File: config.mk
export PLATFORM = sky130hd
export DESIGN_NAME = countdown_timer_flat
export DESIGN_NICKNAME = d
export VERILOG_FILES = /design/src/rtl/countdown_timer_if.sv /design/src/rtl/countdown_timer.sv /design/src/flat_wrapper.sv
export SDC_FILE = /design/constraint.sdc
export NUM_CORES = 1
export LEC_CHECK = 0
export CORE_MARGIN = 8
export CORE_UTILIZATION = 43
export CTS_BUF_LIST = sky130_fd_sc_hd__clkbuf_8
export DETAILED_ROUTE_END_ITERATION = 12
export PLACE_DENSITY = 0.78
export SETUP_SLACK_MARGIN = 0.5
export SYNTH_ARGS = -nofsm -noshare
export SYNTH_HDL_FRONTEND = slang
export SYNTH_SLANG_ARGS = --single-unit
File: constraint.sdc
create_clock -name clk -period 2.6 [get_ports clk]
set_clock_uncertainty 0.2 [all_clocks]
set_input_delay 0.26 -clock clk [delete_from_list [all_inputs] [get_ports clk]]
set_output_delay 0.26 -clock clk [all_outputs]
set_load 0.005 [all_outputs]
File: src/rtl/countdown_timer_if.sv
// ---------------------------------------------------------------------------
// countdown_timer_if
//   Bundles the control, preset and status signals of the HH:MM:SS countdown
//   timer. clk and clr are kept out of the bundle and wired as plain ports.
//
//   Control   : en (one-second tick), load, start, stop
//   Preset    : sd0/md0/hd0 units digits (4b), sd1/md1/hd1 tens digits (3b)
//   Status    : sq0/mq0/hq0 units digits (4b), sq1/mq1 tens (3b), hq1 (2b),
//               state (2b: IDLE=00 RUN=01 DONE=10), done, done_p
//
//   master : the controlling side (drives control/preset, reads status)
//   slave  : the timer itself
// ---------------------------------------------------------------------------
interface countdown_timer_if;
  logic       en;
  logic       load;
  logic       start;
  logic       stop;

  logic [3:0] sd0;
  logic [3:0] md0;
  logic [3:0] hd0;
  logic [2:0] sd1;
  logic [2:0] md1;
  logic [2:0] hd1;

  logic [3:0] sq0;
  logic [3:0] mq0;
  logic [3:0] hq0;
  logic [2:0] sq1;
  logic [2:0] mq1;
  logic [1:0] hq1;
  logic [1:0] state;
  logic       done;
  logic       done_p;

  modport master (
    output en, load, start, stop,
    output sd0, md0, hd0, sd1, md1, hd1,
    input  sq0, mq0, hq0, sq1, mq1, hq1,
    input  state, done, done_p
  );

  modport slave (
    input  en, load, start, stop,
    input  sd0, md0, hd0, sd1, md1, hd1,
    output sq0, mq0, hq0, sq1, mq1, hq1,
    output state, done, done_p
  );
endinterface

File: src/rtl/countdown_timer.sv
// ---------------------------------------------------------------------------
// countdown_timer
//   BCD HH:MM:SS countdown timer (00:00:00 .. 23:59:59).
//
//   Ports:
//     clk  - system clock, all state changes on the rising edge
//     clr  - asynchronous active-high clear: digits 0, IDLE, done/done_p 0
//     bus  - countdown_timer_if.slave
//              en     one-second tick enable
//              load   preset request (clamped to a legal time), -> IDLE
//              start  IDLE -> RUN when the value is nonzero
//              stop   RUN  -> IDLE, value held
//              sd*/md*/hd* preset digits, sq*/mq*/hq* current digits
//              state  IDLE=00 RUN=01 DONE=10
//              done   high while in DONE
//              done_p single-cycle pulse on entry into DONE
//
//   Per-edge priority: clr > load > stop > start > en.
//   start only acts in IDLE; in RUN it is a no-op, so an en arriving with
//   it still decrements. stop always blocks start/en on the same edge.
//   All outputs come straight from registers.
// ---------------------------------------------------------------------------
module countdown_timer (
  input  logic               clk,
  input  logic               clr,
  countdown_timer_if.slave   bus
);

  typedef enum logic [1:0] {
    ST_IDLE = 2'b00,
    ST_RUN  = 2'b01,
    ST_DONE = 2'b10
  } state_t;

  state_t     state_q, state_d;

  logic [3:0] s0_q, s0_d;
  logic [2:0] s1_q, s1_d;
  logic [3:0] m0_q, m0_d;
  logic [2:0] m1_q, m1_d;
  logic [3:0] h0_q, h0_d;
  logic [1:0] h1_q, h1_d;
  logic       done_q, done_d;
  logic       done_p_q, done_p_d;

  // Clamped preset digits.
  logic [3:0] ld_s0, ld_m0, ld_h0;
  logic [2:0] ld_s1, ld_m1;
  logic [1:0] ld_h1;

  // Current value minus one second.
  logic [3:0] dec_s0, dec_m0, dec_h0;
  logic [2:0] dec_s1, dec_m1;
  logic [1:0] dec_h1;

  logic       cur_zero;
  logic       dec_zero;

  // -------------------------------------------------------------------------
  // Preset clamp. The hour units limit depends on the (clamped) hour tens:
  // 0x/1x allow up to 9, 2x allows up to 3; any tens >= 2 becomes 2.
  // -------------------------------------------------------------------------
  always_comb begin
    ld_s0 = (bus.sd0 > 4'd9) ? 4'd9 : bus.sd0;
    ld_s1 = (bus.sd1 > 3'd5) ? 3'd5 : bus.sd1;
    ld_m0 = (bus.md0 > 4'd9) ? 4'd9 : bus.md0;
    ld_m1 = (bus.md1 > 3'd5) ? 3'd5 : bus.md1;
    if (bus.hd1 >= 3'd2) begin
      ld_h1 = 2'd2;
      ld_h0 = (bus.hd0 > 4'd3) ? 4'd3 : bus.hd0;
    end else begin
      ld_h1 = bus.hd1[1:0];
      ld_h0 = (bus.hd0 > 4'd9) ? 4'd9 : bus.hd0;
    end
  end

  // -------------------------------------------------------------------------
  // One-second decrement with a borrow chain s0 -> s1 -> m0 -> m1 -> hours.
  // Only used while the value is nonzero, so the hour borrow never needs to
  // go below 00; the hour tens saturates anyway to keep the digit legal.
  // -------------------------------------------------------------------------
  always_comb begin
    dec_s0 = s0_q;
    dec_s1 = s1_q;
    dec_m0 = m0_q;
    dec_m1 = m1_q;
    dec_h0 = h0_q;
    dec_h1 = h1_q;
    if (s0_q != 4'd0) begin
      dec_s0 = s0_q - 4'd1;
    end else begin
      dec_s0 = 4'd9;
      if (s1_q != 3'd0) begin
        dec_s1 = s1_q - 3'd1;
      end else begin
        dec_s1 = 3'd5;
        if (m0_q != 4'd0) begin
          dec_m0 = m0_q - 4'd1;
        end else begin
          dec_m0 = 4'd9;
          if (m1_q != 3'd0) begin
            dec_m1 = m1_q - 3'd1;
          end else begin
            dec_m1 = 3'd5;
            if (h0_q != 4'd0) begin
              dec_h0 = h0_q - 4'd1;
            end else begin
              dec_h0 = 4'd9;
              dec_h1 = (h1_q != 2'd0) ? (h1_q - 2'd1) : 2'd0;
            end
          end
        end
      end
    end
  end

  always_comb begin
    cur_zero = (s0_q == 4'd0) && (s1_q == 3'd0) && (m0_q == 4'd0) &&
               (m1_q == 3'd0) && (h0_q == 4'd0) && (h1_q == 2'd0);
    dec_zero = (dec_s0 == 4'd0) && (dec_s1 == 3'd0) && (dec_m0 == 4'd0) &&
               (dec_m1 == 3'd0) && (dec_h0 == 4'd0) && (dec_h1 == 2'd0);
  end

  // -------------------------------------------------------------------------
  // Next-state / next-value logic.
  // -------------------------------------------------------------------------
  always_comb begin
    state_d  = state_q;
    s0_d     = s0_q;
    s1_d     = s1_q;
    m0_d     = m0_q;
    m1_d     = m1_q;
    h0_d     = h0_q;
    h1_d     = h1_q;
    done_p_d = 1'b0;

    if (bus.load) begin
      state_d = ST_IDLE;
      s0_d    = ld_s0;
      s1_d    = ld_s1;
      m0_d    = ld_m0;
      m1_d    = ld_m1;
      h0_d    = ld_h0;
      h1_d    = ld_h1;
    end else if (bus.stop) begin
      // stop consumes the edge: start and en are ignored alongside it.
      if (state_q == ST_RUN) begin
        state_d = ST_IDLE;
      end
    end else if (bus.start && (state_q == ST_IDLE)) begin
      // Entering RUN does not decrement on the same edge.
      if (!cur_zero) begin
        state_d = ST_RUN;
      end
    end else if (bus.en && (state_q == ST_RUN) && !cur_zero) begin
      s0_d = dec_s0;
      s1_d = dec_s1;
      m0_d = dec_m0;
      m1_d = dec_m1;
      h0_d = dec_h0;
      h1_d = dec_h1;
      if (dec_zero) begin
        state_d  = ST_DONE;
        done_p_d = 1'b1;
      end
    end

    done_d = (state_d == ST_DONE);
  end

  // -------------------------------------------------------------------------
  // State and output registers.
  // -------------------------------------------------------------------------
  always_ff @(posedge clk or posedge clr) begin
    if (clr) begin
      state_q  <= ST_IDLE;
      s0_q     <= 4'd0;
      s1_q     <= 3'd0;
      m0_q     <= 4'd0;
      m1_q     <= 3'd0;
      h0_q     <= 4'd0;
      h1_q     <= 2'd0;
      done_q   <= 1'b0;
      done_p_q <= 1'b0;
    end else begin
      state_q  <= state_d;
      s0_q     <= s0_d;
      s1_q     <= s1_d;
      m0_q     <= m0_d;
      m1_q     <= m1_d;
      h0_q     <= h0_d;
      h1_q     <= h1_d;
      done_q   <= done_d;
      done_p_q <= done_p_d;
    end
  end

  assign bus.sq0    = s0_q;
  assign bus.sq1    = s1_q;
  assign bus.mq0    = m0_q;
  assign bus.mq1    = m1_q;
  assign bus.hq0    = h0_q;
  assign bus.hq1    = h1_q;
  assign bus.state  = state_q;
  assign bus.done   = done_q;
  assign bus.done_p = done_p_q;

endmodule

File: src/flat_wrapper.sv
// flat-port wrapper written by rule: the top's interface ports become plain ports
module countdown_timer_flat 
  (clk, clr, bus_en, bus_load, bus_start, bus_stop, bus_sd0, bus_md0, bus_hd0, bus_sd1, bus_md1, bus_hd1, bus_sq0, bus_mq0, bus_hq0, bus_sq1, bus_mq1, bus_hq1, bus_state, bus_done, bus_done_p);
  countdown_timer_if bus_i ();
  input  logic clk;
  input  logic clr;
  input wire logic [$bits(bus_i.en)-1:0] bus_en;
  input wire logic [$bits(bus_i.load)-1:0] bus_load;
  input wire logic [$bits(bus_i.start)-1:0] bus_start;
  input wire logic [$bits(bus_i.stop)-1:0] bus_stop;
  input wire logic [$bits(bus_i.sd0)-1:0] bus_sd0;
  input wire logic [$bits(bus_i.md0)-1:0] bus_md0;
  input wire logic [$bits(bus_i.hd0)-1:0] bus_hd0;
  input wire logic [$bits(bus_i.sd1)-1:0] bus_sd1;
  input wire logic [$bits(bus_i.md1)-1:0] bus_md1;
  input wire logic [$bits(bus_i.hd1)-1:0] bus_hd1;
  output wire logic [$bits(bus_i.sq0)-1:0] bus_sq0;
  output wire logic [$bits(bus_i.mq0)-1:0] bus_mq0;
  output wire logic [$bits(bus_i.hq0)-1:0] bus_hq0;
  output wire logic [$bits(bus_i.sq1)-1:0] bus_sq1;
  output wire logic [$bits(bus_i.mq1)-1:0] bus_mq1;
  output wire logic [$bits(bus_i.hq1)-1:0] bus_hq1;
  output wire logic [$bits(bus_i.state)-1:0] bus_state;
  output wire logic [$bits(bus_i.done)-1:0] bus_done;
  output wire logic [$bits(bus_i.done_p)-1:0] bus_done_p;
  assign bus_i.en = bus_en;
  assign bus_i.load = bus_load;
  assign bus_i.start = bus_start;
  assign bus_i.stop = bus_stop;
  assign bus_i.sd0 = bus_sd0;
  assign bus_i.md0 = bus_md0;
  assign bus_i.hd0 = bus_hd0;
  assign bus_i.sd1 = bus_sd1;
  assign bus_i.md1 = bus_md1;
  assign bus_i.hd1 = bus_hd1;
  assign bus_sq0 = bus_i.sq0;
  assign bus_mq0 = bus_i.mq0;
  assign bus_hq0 = bus_i.hq0;
  assign bus_sq1 = bus_i.sq1;
  assign bus_mq1 = bus_i.mq1;
  assign bus_hq1 = bus_i.hq1;
  assign bus_state = bus_i.state;
  assign bus_done = bus_i.done;
  assign bus_done_p = bus_i.done_p;
  countdown_timer u_core (.clk(clk), .clr(clr), .bus(bus_i));
endmodule
=== Yosys cells after proc, flatten, opt, wreduce, memory -nomap -nowiden ===
Cells that the tools add are included.
Widths: inputs -> output; s select.

* Reductions and logical operators: 35
* Muxes and demuxes: 65
* Add/subtract/negate cells: 6
* Equality and inequality tests: 4
* Magnitude comparators: 7

{| class="wikitable"
|+ Operators with widths
! kind !! number
|-
| $mux 4 || 26
|-
| $mux 3 || 16
|-
| $mux 2 || 18
|-
| $logic_not 4->1 || 6
|-
| $logic_and 1x1->1 || 13
|-
| $gt 4x4->1 const B || 3
|-
| $logic_not 3->1 || 4
|-
| $reduce_bool 4->1 || 3
|-
| $sub 4x1->4 const B || 3
|-
| $gt 3x3->1 const B || 2
|-
| $logic_not 2->1 || 3
|-
| $reduce_bool 3->1 || 2
|-
| $sub 3x1->3 const B || 2
|-
| $mux 1 || 5
|-
| $gt 4x2->1 const B || 1
|-
| $ne 2x2->1 const B || 2
|-
| $reduce_bool 2->1 || 2
|-
| $ge 3x2->1 const B || 1
|-
| $reduce_and 3->1 || 1
|-
| $eq 2x1->1 const B || 1
|-
| $eq 2x2->1 const B || 1
|-
| $sub 2x1->2 const B || 1
|-
| $logic_not 1->1 || 1
|}

* Register bits: 24
* Bits of input ports: 27
* Output and inout bits: 24

=== Logic depth before layout (Yosys ltp) ===
Gate-level depths: netlist of the first run.

* Depth after elaboration: 15
* Mapped depth: 8
* Gate-level depth less buffers: 7

=== Worst setup path before layout of the first run ===
No wires, ideal clock.

* Kind: reg-to-reg
* Start point: reg u_core.s1_q[0], in the netlist u_core.bus.sq1[0]
* End point: reg u_core.state_q[0], in the netlist u_core.bus.state[0]
* Required time: 2.280 ns
* Setup slack: 0.015 ns
* Clock period less this slack: 2.585 ns
* Arrival: 2.265 ns
* Cell stages (with the launch flop): 8
* Cell sequence: dfrtp_1 -> nor2_1 -> ha_1 -> or3b_2 -> o31ai_1 -> o41ai_1 -> or4_4 -> and3_1

* Word-level cells in the longest chain between the ends: 14
* Elaborated cells between the ends (all ways): 36
* Those cells by class: add/sub: 1; mux: 16; reduce/logical: 19

{| class="wikitable"
|+ RTL lines
! what !! line !! source
|-
| start, declared || countdown_timer.sv:38 || <nowiki>logic [2:0] s1_q, s1_d;</nowiki>
|-
| start signal, assigned || countdown_timer.sv:178 || <nowiki>s1_q <= 3'd0;</nowiki>
|-
| start signal, assigned || countdown_timer.sv:188 || <nowiki>s1_q <= s1_d;</nowiki>
|-
| $sub 3x1->3 / $reduce_bool 3->1 (equally long branches) || countdown_timer.sv:94, countdown_timer.sv:93 ||
|-
| $mux 3 || countdown_timer.sv:93 || <nowiki>if (s1_q != 3'd0) begin</nowiki>
|-
| $mux 3 || countdown_timer.sv:89 || <nowiki>if (s0_q != 4'd0) begin</nowiki>
|-
| $logic_not 3->1 || countdown_timer.sv:120 || <nowiki>dec_zero = (dec_s0 == 4'd0) && (dec_s1 == 3'd0) && (dec_m0 == 4'd0) &&</nowiki>
|-
| $logic_and 1x1->1 (3 in a row) || countdown_timer.sv:120 ||
|-
| $logic_and 1x1->1 (2 in a row) || countdown_timer.sv:121 || <nowiki>(dec_m1 == 3'd0) && (dec_h0 == 4'd0) && (dec_h1 == 2'd0);</nowiki>
|-
| $mux 2 || countdown_timer.sv:162 || <nowiki>if (dec_zero) begin</nowiki>
|-
| $mux 2 || countdown_timer.sv:155 || <nowiki>end else if (bus.en && (state_q == ST_RUN) && !cur_zero) begin</nowiki>
|-
| $mux 2 (*) || countdown_timer.sv:150 || <nowiki>end else if (bus.start && (state_q == ST_IDLE)) begin</nowiki>
|-
| $mux 2 (*) || countdown_timer.sv:145 || <nowiki>end else if (bus.stop) begin</nowiki>
|-
| $mux 2 (*) || countdown_timer.sv:137 || <nowiki>if (bus.load) begin</nowiki>
|-
| named net u_core.state_d[0] || countdown_timer.sv:35 || <nowiki>state_t state_q, state_d;</nowiki>
|-
| end signal, assigned || countdown_timer.sv:186 || <nowiki>state_q <= state_d;</nowiki>
|-
| end, declared || countdown_timer.sv:35 ||
|}

Mark *: on every way through the listed nets, which the timed path passes. The rest lies on a longest branch.
A chain may end at the register's enable or synchronous reset.

=== Final worst setup path of the first run ===
* Start point: reg u_core.s1_q[1], in the netlist u_core.bus.sq1[1]
* End point: reg u_core.h0_q[1], in the netlist u_core.bus.hq0[1]

* Word-level cells in the longest chain between the ends: 10
* Elaborated cells between the ends (all ways): 17
* Those cells by class: mux: 6; reduce/logical: 11

{| class="wikitable"
|+ RTL lines
! what !! line !! source
|-
| $logic_not 3->1 || countdown_timer.sv:118 || <nowiki>cur_zero = (s0_q == 4'd0) && (s1_q == 3'd0) && (m0_q == 4'd0) &&</nowiki>
|-
| $logic_and 1x1->1 (3 in a row) || countdown_timer.sv:118 ||
|-
| $logic_and 1x1->1 (2 in a row) || countdown_timer.sv:119 || <nowiki>(m1_q == 3'd0) && (h0_q == 4'd0) && (h1_q == 2'd0);</nowiki>
|-
| $logic_not 1->1 || - ||
|-
| $logic_and 1x1->1 || countdown_timer.sv:155 ||
|-
| $reduce_bool 2->1 (no line) || - ||
|-
| $reduce_and 3->1 (no line) || - ||
|-
| end signal, assigned || countdown_timer.sv:181 || <nowiki>h0_q <= 4'd0;</nowiki>
|-
| end signal, assigned || countdown_timer.sv:191 || <nowiki>h0_q <= h0_d;</nowiki>
|-
| end, declared || countdown_timer.sv:41 || <nowiki>logic [3:0] h0_q, h0_d;</nowiki>
|}

Parallel ways exist; a longest one is shown, timed or not. The select of a mux whose other input is x is not followed.

==> results of run 1 <==
registers in the layout, summed over array words and instances, names as in the netlist:
name,count
u_core.bus.mq0,4
u_core.bus.state,2
u_core.bus.done_p,1
u_core.bus.sq1,3
u_core.bus.hq1,2
u_core.bus.done,1
u_core.bus.sq0,4
u_core.bus.mq1,3
u_core.bus.hq0,4
cells in the mapped netlist, types with 2 or more instances:
cell                       number  area [um^2]
sky130_fd_sc_hd__a211o_1        2         17.5
sky130_fd_sc_hd__nand4b_1       2         17.5
sky130_fd_sc_hd__a32oi_1        2         17.5
sky130_fd_sc_hd__nor3_1         6         30.0
sky130_fd_sc_hd__nor2_1        17         63.8
sky130_fd_sc_hd__dfrtp_1       24          601
sky130_fd_sc_hd__o211ai_1       3         22.5
sky130_fd_sc_hd__nor4_1         3         18.8
sky130_fd_sc_hd__o31ai_1        3         22.5
sky130_fd_sc_hd__or3b_2         2         17.5
sky130_fd_sc_hd__clkbuf_1       6         22.5
sky130_fd_sc_hd__o21ai_0       16         80.1
sky130_fd_sc_hd__nand2b_1       3         18.8
sky130_fd_sc_hd__mux2i_1        6         60.1
sky130_fd_sc_hd__nand3_1        5         25.0
sky130_fd_sc_hd__o21a_1         2         15.0
sky130_fd_sc_hd__nor3b_1        5         37.5
sky130_fd_sc_hd__nor2b_1        3         18.8
sky130_fd_sc_hd__a31oi_1        3         18.8
sky130_fd_sc_hd__xnor2_1        4         35.0
sky130_fd_sc_hd__and3_1         2         12.5
sky130_fd_sc_hd__o22ai_1        4         25.0
sky130_fd_sc_hd__ha_1           2         25.0
sky130_fd_sc_hd__or4_4          2         22.5
sky130_fd_sc_hd__nand2_1       11         41.3
sky130_fd_sc_hd__inv_1          8         30.0
sky130_fd_sc_hd__or2_2          2         12.5
sky130_fd_sc_hd__a21oi_1       11         55.1
layout make-up:
class	count	area (um^2)
inverter	8	30.0
tap	48	60.1
clock buffer	4	55.1
timing repair buffer	71	658
fill	283	1060
sequential	24	603
multi-input combinational	142	1110
routing by layer:
| layer | up-vias | share of wire | GRT usage |
|---|---|---|---|
| li1 | 821 | - | - |
| met1 | 827 | 0.44 | 0.196 |
| met2 | 75 | 0.49 | 0.266 |
| met3 | 10 | 0.066 | 0.0436 |
| met4 | 0 | 0.0097 | 0.0250 |
| met5 | - | 0 | 0 |
what timing repair did:
action / CTS / global route
setup endpoints to repair: 23 / 24
resized for setup: 20 / 24
setup buffers: 8 / 4
pin swaps: 6 / 8
worst max-delay path, cell delays in order (launching register included):
cell	delay (ns)
sky130_fd_sc_hd__dfrtp_1	0.41
sky130_fd_sc_hd__nor2_2	0.14
sky130_fd_sc_hd__ha_2	0.20
sky130_fd_sc_hd__buf_4	0.13
sky130_fd_sc_hd__nor3b_4	0.31
sky130_fd_sc_hd__nand4_1	0.24
sky130_fd_sc_hd__or3b_1	0.44
sky130_fd_sc_hd__a221oi_2	0.22
sky130_fd_sc_hd__nor2_1	0.07
worst paths after layout:
path | endpoint | cells after the start
max | u_core.bus.hq0[1] | 8
min | u_core.bus.sq0[1] | 3
max reg2reg | u_core.bus.hq0[1] | 8
min reg2reg | u_core.bus.done | 2
max in group asynchronous | u_core.bus.mq1[1] | 3
min in group clk | u_core.bus.hq1[0] | 3
report_power, final:
part	total (mW)	switching (mW)	leakage, nW	internal, mW
sequential	0.445	0.0439	0.295	0.401
combinational	0.311	0.137	0.662	0.175
clock	0.264	0.129	0.0288	0.135
total	1.02	0.310	0.986	0.711
cells by family (layout without fill, tap and decap cells):
| family | count (synthesis) | in the layout | synth area share |
|---|---|---|---|
| adder cells (fa/ha/maj) | 2 | 2 | 0.0159 |
| AO/OA/AOI/OAI | 55 | 55 | 0.223 |
| AND/OR/NAND/NOR | 74 | 74 | 0.276 |
| buffers and inverters | 15 | 83 | 0.0367 |
| XOR/XNOR | 5 | 5 | 0.0279 |
| flip-flops | 24 | 24 | 0.382 |
| multiplexers | 6 | 6 | 0.0382 |
metrics by stage:
step	hold WS [ns]	power (mW)	cell area (um^2)	setup WS, ns
6_report	0.133	1.02	2520	0.116
5_1_grt	0.164	1.06	2520	0.00935
3_5_place_dp	0.376	0.701	2180	0.0752
2_1_floorplan	0.0746	0.555	1580	0.146
3_3_place_gp	0.378	0.699	2180	0.149
4_1_cts	0.154	0.978	2370	0.151
==> key figures, run 1 <==
Layout
  • Number of non-filler instances in the completed layout: between 200 and 300
  • Most common cell after layout, fill and taps aside: sky130_fd_sc_hd__clkdlybuf4s50_1
  • Synthesis-to-finish area growth: 60.5%
  • Final net count: ~280
  • Fraction of layout instances using a drive strength above 1: 0.249
  • Final cell utilization of the core: 0.704
  • Ant diodes: 0
  • Top library cells by usage in the layout, fill and taps aside: sky130_fd_sc_hd__clkdlybuf4s50_1 (50), sky130_fd_sc_hd__dfrtp_1 (22), sky130_fd_sc_hd__buf_4 (21)

Synthesis
  • Post-synth EDFFs: 0
  • Warnings, synthesis: 0
  • Flip-flop and latch count after synthesis: 24
  • Most used flip-flop cell after synthesis: sky130_fd_sc_hd__dfrtp_1
  • Net Count, Synth: 210
  • Synth unique cells: 50
  • Post-synthesis sequential area ratio: 0.382
  • Area of the mapped netlist: between 1500 and 2000 um^2
  • Ys async rst share: 1.00
  • Mean instance size in the synthesized netlist: 8.68 um^2
  • Gate Count Post-Synth: about 180

Pwr
  • Highest ir drop seen on vdd: between 0.0002 and 0.00025 V
  • Static leakage: between 0.9 and 1 nW
  • Pwr per Cell Area: 405 nW/um^2

Detailed routing
  • Count of vias placed by the detailed router: roughly 1700
  • Detailed Route WL: about 5.2 mm
  • DRC viols: 0
  • First DRT Iteration DRCs: 150
  • Number of routed nets with antenna violations: 0
  • Wire length per cell after detailed routing: roughly 17 um
  • Pre-Repair DR Iteration Count: 4
  • Average via count per standard cell: 5.84

Setup path
  • Element type at the critical path start: flip-flop
  • Critical Setup Path Class: reg2reg
  • R2R setup slack: ~0.12 ns
  • Worst flop-to-flop path startpoint: u_core.bus.sq1[1]
  • CP Data Required Time: between 2 and 3 ns
  • Critical Path End Type: flip-flop
  • Largest fanout on the critical path: 5
  • Beginning of the critical path: u_core.bus.sq1[1]
  • Data arrival time of the critical path: about 2.5 ns

Clocking
  • Number of H-tree levels: 1
  • CTS Buf Count: 3
  • Count of hold buffers inserted by post-cts repair: 0
  • Clock slew seen by the registers of the worst setup and hold paths: roughly 0.09 ns
  • Clock tree from TritonCTS: done
  • Buffers from clock root to sink, at most: 2
  • Clock latency at the later pin of the worst-skew pair: 0.27 ns
  • Number of sinks on the clock net: 24
  • Clock Tree Root: sky130_fd_sc_hd__clkbuf_8

Floorplanning
  • Die outline area: roughly 5800 um^2
  • Ports placed on the boundary: a little over 50
  • Std-Cell Rows: 22
  • Initial core utilization: 0.439
  • Chip width: approximately 76 um
  • Chip Height: around 76 um
  • Core outline area: roughly 3600 um^2

STA
  • Slew at the pin closest to its max-slew limit: 0.351 ns
  • Number of max-slew violations in the final report: 0
  • Max Clock Freq: 403 MHz
  • Setup total negative slack: 0 ns
  • Max-Slew Margin vs Limit: 0.766
  • RSZ-0062 raised after global routing: yes
  • Final clock period utilization by the worst path: 0.956
  • Number of hold violations in the final report: 0
  • Setup Viol. Count Final: 0
  • Final critical path time including I/O delays and setup: approximately 2.5 ns

GRT
  • Initial antenna violation count: 0
  • Total Routing Usage GR: 0.157
  • Number of global-route vias before repair: about 1700
  • First-pass GRT wire length: between 7 and 8 mm
  • Total gr overflow: 0
  • Maximum number of pins on one net before global-route repair: 25

Status
  • Result of the run: finished, final reports clean

Place
  • Gpl congestion: ~0.84
  • Number of buffers inserted by port buffering: 50
  • Total placed cells including tap cells: ~280
  • Detailed Place HPWL: about 3.3 mm

Min path
  • Min-delay worst type: in2async

Job
  • MaxCap Viol Count: 0
Note: power is estimated with default switching activity, not from simulation.
==> run 2, diff against run 1 <==
--- a/config.mk
+++ b/config.mk
@@ -8,6 +8,7 @@
 export CORE_MARGIN = 8
 export CORE_UTILIZATION = 43
 export CTS_BUF_LIST = sky130_fd_sc_hd__clkbuf_8
+export CTS_CLUSTER_SIZE = 28
 export DETAILED_ROUTE_END_ITERATION = 12
 export PLACE_DENSITY = 0.78
 export SETUP_SLACK_MARGIN = 0.5
==> results of run 2 <==
No change in the layout: final DEF, timing and power equal those of run 1.
==> run 3, diff against run 2 <==
--- a/config.mk
+++ b/config.mk
@@ -11,6 +11,7 @@
 export CTS_CLUSTER_SIZE = 28
 export DETAILED_ROUTE_END_ITERATION = 12
 export PLACE_DENSITY = 0.78
+export REMOVE_ABC_BUFFERS = 1
 export SETUP_SLACK_MARGIN = 0.5
 export SYNTH_ARGS = -nofsm -noshare
 export SYNTH_HDL_FRONTEND = slang
==> key figures, run 3 (synthesis gave the netlist of run 1 again) <==
Status
  • Result of the run: finished, final reports clean (unchanged)

Setup path
  • R2R setup slack: 0.12 ns (about the same)
  • Data arrival time of the critical path: 2.44 ns (was 2.45 ns)
  • Critical Setup Path Class: reg2reg (unchanged)
  • Worst stage delay on the critical path: 0.56 ns (was 0.44 ns)
  • Critical Path End Type: flip-flop (unchanged)
  • CP Data Required Time: 2.57 ns (was 2.56 ns)
  • Largest fanout on the critical path: 7 (was 5)
  • Largest delay share family, worst path: simple AND/OR/NAND/NOR gates (unchanged)
  • Worst flop-to-flop path startpoint: u_core.bus.mq0[2] (was u_core.bus.sq1[1])
  • Worst-case reg-to-reg path depth: 5 (was 8)
  • Element type at the critical path start: flip-flop (unchanged)
  • CP cell instances: nor2_1 > nand3_1 > mux2i_1 > or4_4 > and3_4 (was nor2_2 > ha_2 > buf_4 > nor3b_4 > nand4_1 > or3b_1 > a221oi_2 > nor2_1)
  • Worst path slowest cell: sky130_fd_sc_hd__or4_4 (was sky130_fd_sc_hd__or3b_1)
  • Reg2reg end: u_core.bus.state[0] (was u_core.bus.hq0[1])
  • Number of buffers and inverters on the critical path: 0 (was 1)

Clocking
  • CTS Buf Count: 3 (unchanged)
  • Number of H-tree levels: 1 (unchanged)
  • Clock Tree Root: sky130_fd_sc_hd__clkbuf_8 (unchanged)
  • Clock latency at the later pin of the worst-skew pair: 0.27 ns (about the same)
  • Clock tree from TritonCTS: done (unchanged)
  • Number of sinks on the clock net: 24 (unchanged)
  • Clock slew seen by the registers of the worst setup and hold paths: 0.08 ns (was 0.09 ns)
  • Count of hold buffers inserted by post-cts repair: 0 (unchanged)
  • Buffers from clock root to sink, at most: 2 (unchanged)

Layout
  • Synthesis-to-finish area growth: 62.8% (was 60.5%)
  • Final net count: 289 (was 279)
  • Final cell utilization of the core: 0.714 (was 0.704)
  • Final design instance area without fill: 2560 um^2 (was 2520 um^2)
  • Fraction of layout instances using a drive strength above 1: 0.267 (was 0.249)
  • Most common cell after layout, fill and taps aside: sky130_fd_sc_hd__clkdlybuf4s50_1 (unchanged)
  • Ant diodes: 0 (unchanged)
  • Filler Cell Count: 277 (was 283)
  • Top library cells by usage in the layout, fill and taps aside: sky130_fd_sc_hd__clkdlybuf4s50_1 (50), sky130_fd_sc_hd__buf_4 (29), sky130_fd_sc_hd__dfrtp_1 (22) (was sky130_fd_sc_hd__clkdlybuf4s50_1 (50), sky130_fd_sc_hd__dfrtp_1 (22), sky130_fd_sc_hd__buf_4 (21))

GRT
  • Total gr overflow: 0 (unchanged)
  • Initial antenna violation count: 0 (unchanged)
  • Maximum number of pins on one net before global-route repair: 25 (unchanged)
  • Total Routing Usage GR: 0.168 (was 0.157)
  • First-pass GRT wire length: 8.24 mm (was 7.87 mm)
  • Number of global-route vias before repair: 1819 (was 1662)

Floorplanning
  • Ports placed on the boundary: 51 (unchanged)
  • Core outline area: 3580 um^2 (unchanged)
  • Std-Cell Rows: 22 (unchanged)
  • Die outline area: 5840 um^2 (unchanged)
  • Chip Height: 76.4 um (unchanged)
  • Chip width: 76.4 um (unchanged)
  • Initial core utilization: 0.439 (unchanged)

Pwr
  • Highest ir drop seen on vdd: 0.000206 V (was 0.000230 V)
  • Pwr per Cell Area: 386 nW/um^2 (was 405 nW/um^2)
  • Static leakage: 1.04 nW (was 0.986 nW)
  • Total power after layout: 986 uW (was 1.02 mW)

Detailed routing
  • Wire length per cell after detailed routing: 17.0 um (was 17.4 um)
  • Number of routed nets with antenna violations: 0 (unchanged)
  • Pre-Repair DR Iteration Count: 4 (unchanged)
  • Count of vias placed by the detailed router: 1766 (was 1733)
  • Average via count per standard cell: 5.77 (was 5.84)
  • First DRT Iteration DRCs: 85 (was 150)
  • DRC viols: 0 (unchanged)
  • Detailed Route WL: 5.19 mm (was 5.16 mm)

STA
  • Number of hold violations in the final report: 0 (unchanged)
  • RSZ-0062 raised after global routing: yes (unchanged)
  • Setup Viol. Count Final: 0 (unchanged)
  • Max-Slew Margin vs Limit: 0.586 (was 0.766)
  • Setup total negative slack: 0 ns (unchanged)
  • Max Clock Freq: 404 MHz (was 403 MHz)
  • Final clock period utilization by the worst path: 0.952 (was 0.956)
  • Final critical path time including I/O delays and setup: 2.48 ns (about the same)
  • Number of max-slew violations in the final report: 0 (unchanged)
  • Slew at the pin closest to its max-slew limit: 0.619 ns (was 0.351 ns)

Min path
  • Min-delay worst type: in2async (unchanged)

Place
  • Instance area after placement: 2220 um^2 (was 2180 um^2)
  • Detailed Place HPWL: 3.41 mm (was 3.30 mm)
  • Number of buffers inserted by port buffering: 50 (unchanged)
  • Gpl congestion: 0.899 (was 0.840)

Job
  • MaxCap Viol Count: 0 (unchanged)
==> run 3: per-stage QoR <==
| step | cells | hold WS, ns | setup WS [ns] |
|---|---|---|---|
| floorplan | 174 | 0.0746 | -0.242 |
| global placement | 288 | 0.380 | 0.0714 |
| detailed placement | 288 | 0.380 | -0.0195 |
| CTS | 303 | 0.153 | 0.154 |
| global route | 306 | 0.180 | 0.116 |
| finish | 306 | 0.140 | 0.124 |
==> run 3: metal layers <==
| layer | vias to the layer above | wire length (um) | global-route usage |
|---|---|---|---|
| met2 | 80 | 2570 | 0.290 |
| met3 | 12 | 398 | 0.0401 |
| met5 | - | 0 | 0 |
| met4 | 0 | 100 | 0.0673 |
| met1 | 838 | 2130 | 0.193 |
| li1 | 836 | - | - |
==> run 3: worst max-delay path by stage <==
stage | cells after the start | start | slack [ns] | to
2_1_floorplan | 5 | u_core.bus.sq0[3] | -0.24 | u_core.bus.hq0[1]
3_3_place_gp | 7 | u_core.bus.sq1[1] | 0.07 | u_core.bus.state[0]
3_5_place_dp | 7 | u_core.bus.sq1[1] | -0.02 | u_core.bus.state[0]
4_1_cts | 7 | u_core.bus.sq1[0] | 0.15 | u_core.bus.state[0]
5_1_grt | 7 | u_core.bus.sq1[1] | 0.12 | u_core.bus.state[0]
6_report | 5 | u_core.bus.mq0[2] | 0.12 | u_core.bus.state[0]
==> run 3: worst register-to-register path, cell delays in order (launching register included) <==
cell and delay, ns:
sky130_fd_sc_hd__dfrtp_1 0.47, sky130_fd_sc_hd__nor2_1 0.53, sky130_fd_sc_hd__nand3_1 0.27, sky130_fd_sc_hd__mux2i_1 0.19, sky130_fd_sc_hd__or4_4 0.56, sky130_fd_sc_hd__and3_4 0.16
==> run 3: cell type report <==
cell class	count	area, um^2	area share
Tap cell	48	60.1	0.0235
Timing Repair Buffer	81	734	0.287
Clock buffer	3	41.3	0.0162
Sequential cell	24	603	0.236
Inverter	8	30.0	0.0117
Multi-Input combinational cell	142	1090	0.425
==> run 3: report_power, final <==
group / internal, mW / switching [mW]
logic: 0.186 / 0.142
clock network: 0.104 / 0.116
registers: 0.401 / 0.0376
total: 0.691 / 0.295
==> run 3: timing repair <==
item / in CTS / in global routing
setup endpoints to repair: 23 / 24
pin swaps: 17 / 4
setup buffers: 12 / 3
gates resized for setup: 39 / 7
==> RTL edit 1, RTL diff (flow settings as in run 1) <==
Take the reset off `s0_q`, `m0_q` and `h0_q` and load them in a clocked block of their own.
--- a/src/rtl/countdown_timer.sv
+++ b/src/rtl/countdown_timer.sv
@@ -174,25 +174,25 @@
   always_ff @(posedge clk or posedge clr) begin
     if (clr) begin
       state_q  <= ST_IDLE;
-      s0_q     <= 4'd0;
       s1_q     <= 3'd0;
-      m0_q     <= 4'd0;
       m1_q     <= 3'd0;
-      h0_q     <= 4'd0;
       h1_q     <= 2'd0;
       done_q   <= 1'b0;
       done_p_q <= 1'b0;
     end else begin
       state_q  <= state_d;
-      s0_q     <= s0_d;
       s1_q     <= s1_d;
-      m0_q     <= m0_d;
       m1_q     <= m1_d;
-      h0_q     <= h0_d;
       h1_q     <= h1_d;
       done_q   <= done_d;
       done_p_q <= done_p_d;
     end
+  end
+
+  always_ff @(posedge clk) begin
+    s0_q <= s0_d;
+    m0_q <= m0_d;
+    h0_q <= h0_d;
   end
 
   assign bus.sq0    = s0_q;
Function: changed (Yosys sat finds a counterexample within 4 cycles, from zero or initial values; the reset may be asserted at any time).
==> RTL edit 1 against run 1 <==
Non-clock buffer count rose by 18. Synthesized cell count shrank 8.3%. Count of clock-buffer cells in the layout fell by 1. Setup slack worse by 0.13 ns. Total power increased by 0.69%. First-iteration DRC count down 12%. Final area increased by 2.1%. Clock power down 15%. Worst hold slack lost 0.020 ns. Largest cell class unchanged. Routed wire length up 4.1%. Critical endpoint is now u_core.bus.sq1[1]. Synthesized area shrank 2.2%. Sequential cell count is the same. Sequential share of layout area grew 1.7 points. The run now ends with negative setup slack left.
==> RTL edit 1: results (changes against run 1) <==
[route]
routed_wl_um=5380  ; +4.1%
drt-met1-wl_um=2110  ; -6.5%
drt-vias-per-instance=5.64  ; -3.3%
dr_wl_met3_um=287  ; -16%
drt-initial-drc-count=132  ; -12%
dr_wl_met2_um=2710  ; +8.0%

[placement]
dp.cells=280  ; -0.36%
pre_cts_slack_ns=-0.0113  ; -0.0866 ns
dp_hpwl_um=3660  ; +11%
place_area_sq_um=2270  ; +4.2%
gp_congestion=0.910  ; +8.3%

[global_routing]
grt_pass1_wl_um=7670  ; -2.6%
grt_max_degree=43  ; +72%
antenna_found_initial=0  ; unchanged
grtUsageTotal_pct=17.5  ; +1.8 points
grt_pass1_vias=1652  ; -0.60%

[layout]
fin_area_sq_um=2570  ; +2.1%
clkCellAreaFrac_pct=1.75  ; -0.43 points
comb.multi_input.count=125  ; -12%
nonClkBufAreaFrac_pct=31.7  ; +5.6 points
finalNonFillerCells=300  ; +1.0%
signal_buffers=89  ; +25%
regArea_sq_um=661  ; +9.5%
fill_cells=216  ; -24%
fin_util_pct=75.9  ; +5.5 points
layout.nets=284  ; +1.8%
multi_input_area_sq_um=950  ; -15%
drive_gt1_share_pct=26.8  ; +1.9 points
inverters=12  ; +4

[synth]
yosysUniqueCellTypes=40  ; -20%
syn_nets=195  ; -7.1%
synth_compound_area_share_pct=19.0  ; -3.3 points
synthMuxAreaShare_pct=5.87  ; +2.0 points
ys_seq_elements=24  ; unchanged
synthXorXnorAreaFrac_pct=2.85  ; +0.064 points
async_flop_share_pct=50.0  ; -50 points
postSynthCellCount=166  ; -8.3%
yosysSeqAreaShare_pct=43.0  ; +4.8 points
synth_top_cells_by_count=16 x nor2_1, 16 x o21ai_0, 12 x dfrtp_1, 12 x edfxtp_1, 12 x inv_1
synth_fa_ha_area_share_pct=1.63  ; +0.036 points

[sta]
setup_viol=1  ; +1
setup_tns_ns=-0.0117  ; -0.0117 ns
worstMarginPinSlew_ns=0.449  ; +0.0984 ns
setup_ws_ns=-0.0117  ; -0.127 ns

[power_and_ir_drop]
leakagePower_nw=1.07  ; +8.4%
comb_power_uw=349  ; +12%
peakVddDrop_mv=0.266  ; +16%
p_int_uw=732  ; +2.9%
clk-power_uw=225  ; -15%
pg_seq_uw=454  ; +2%

[setup_path]
slowest_delay_ns=0.52  ; +0.08 ns
crit_slowest_cell=or4bb_1
cp.arrival_ns=2.56  ; +0.11 ns
crit_fanout=4  ; -1

[status]
violations=negative setup slack
status=finished, violations left

RTL edit 1: per-layer routing:
layer | GRT usage (%) | vias up
li1 | - | 794
met1 | 19.8 | 801
met2 | 31.3 | 75
met3 | 1.71 | 23
met4 | 9.81 | 0
met5 | 0 | -
RTL edit 1: worst paths after layout:
check | from | to | slack, ns | depth (start not counted)
min in group clk | bus_hd1[0] | u_core.bus.hq1[0] | 0.38 | 3
max reg2reg | u_core.bus.sq1[1] | u_core.bus.sq1[1] | -0.01 | 7
min | clr | u_core.bus.sq1[0] | 0.11 | 2
max | u_core.bus.sq1[1] | u_core.bus.sq1[1] | -0.01 | 7
max in group asynchronous | clr | u_core.bus.done | 1.77 | 2
min reg2reg | u_core.bus.state[1] | u_core.bus.done | 0.40 | 2
RTL edit 1: repair_timing:
item	4_1_cts	5_1_grt
setup endpoints to repair	30	30
buffers inserted	7	9
resized for setup	12	22
endpoints found under the hold margin	0	0
pin swaps	14	16
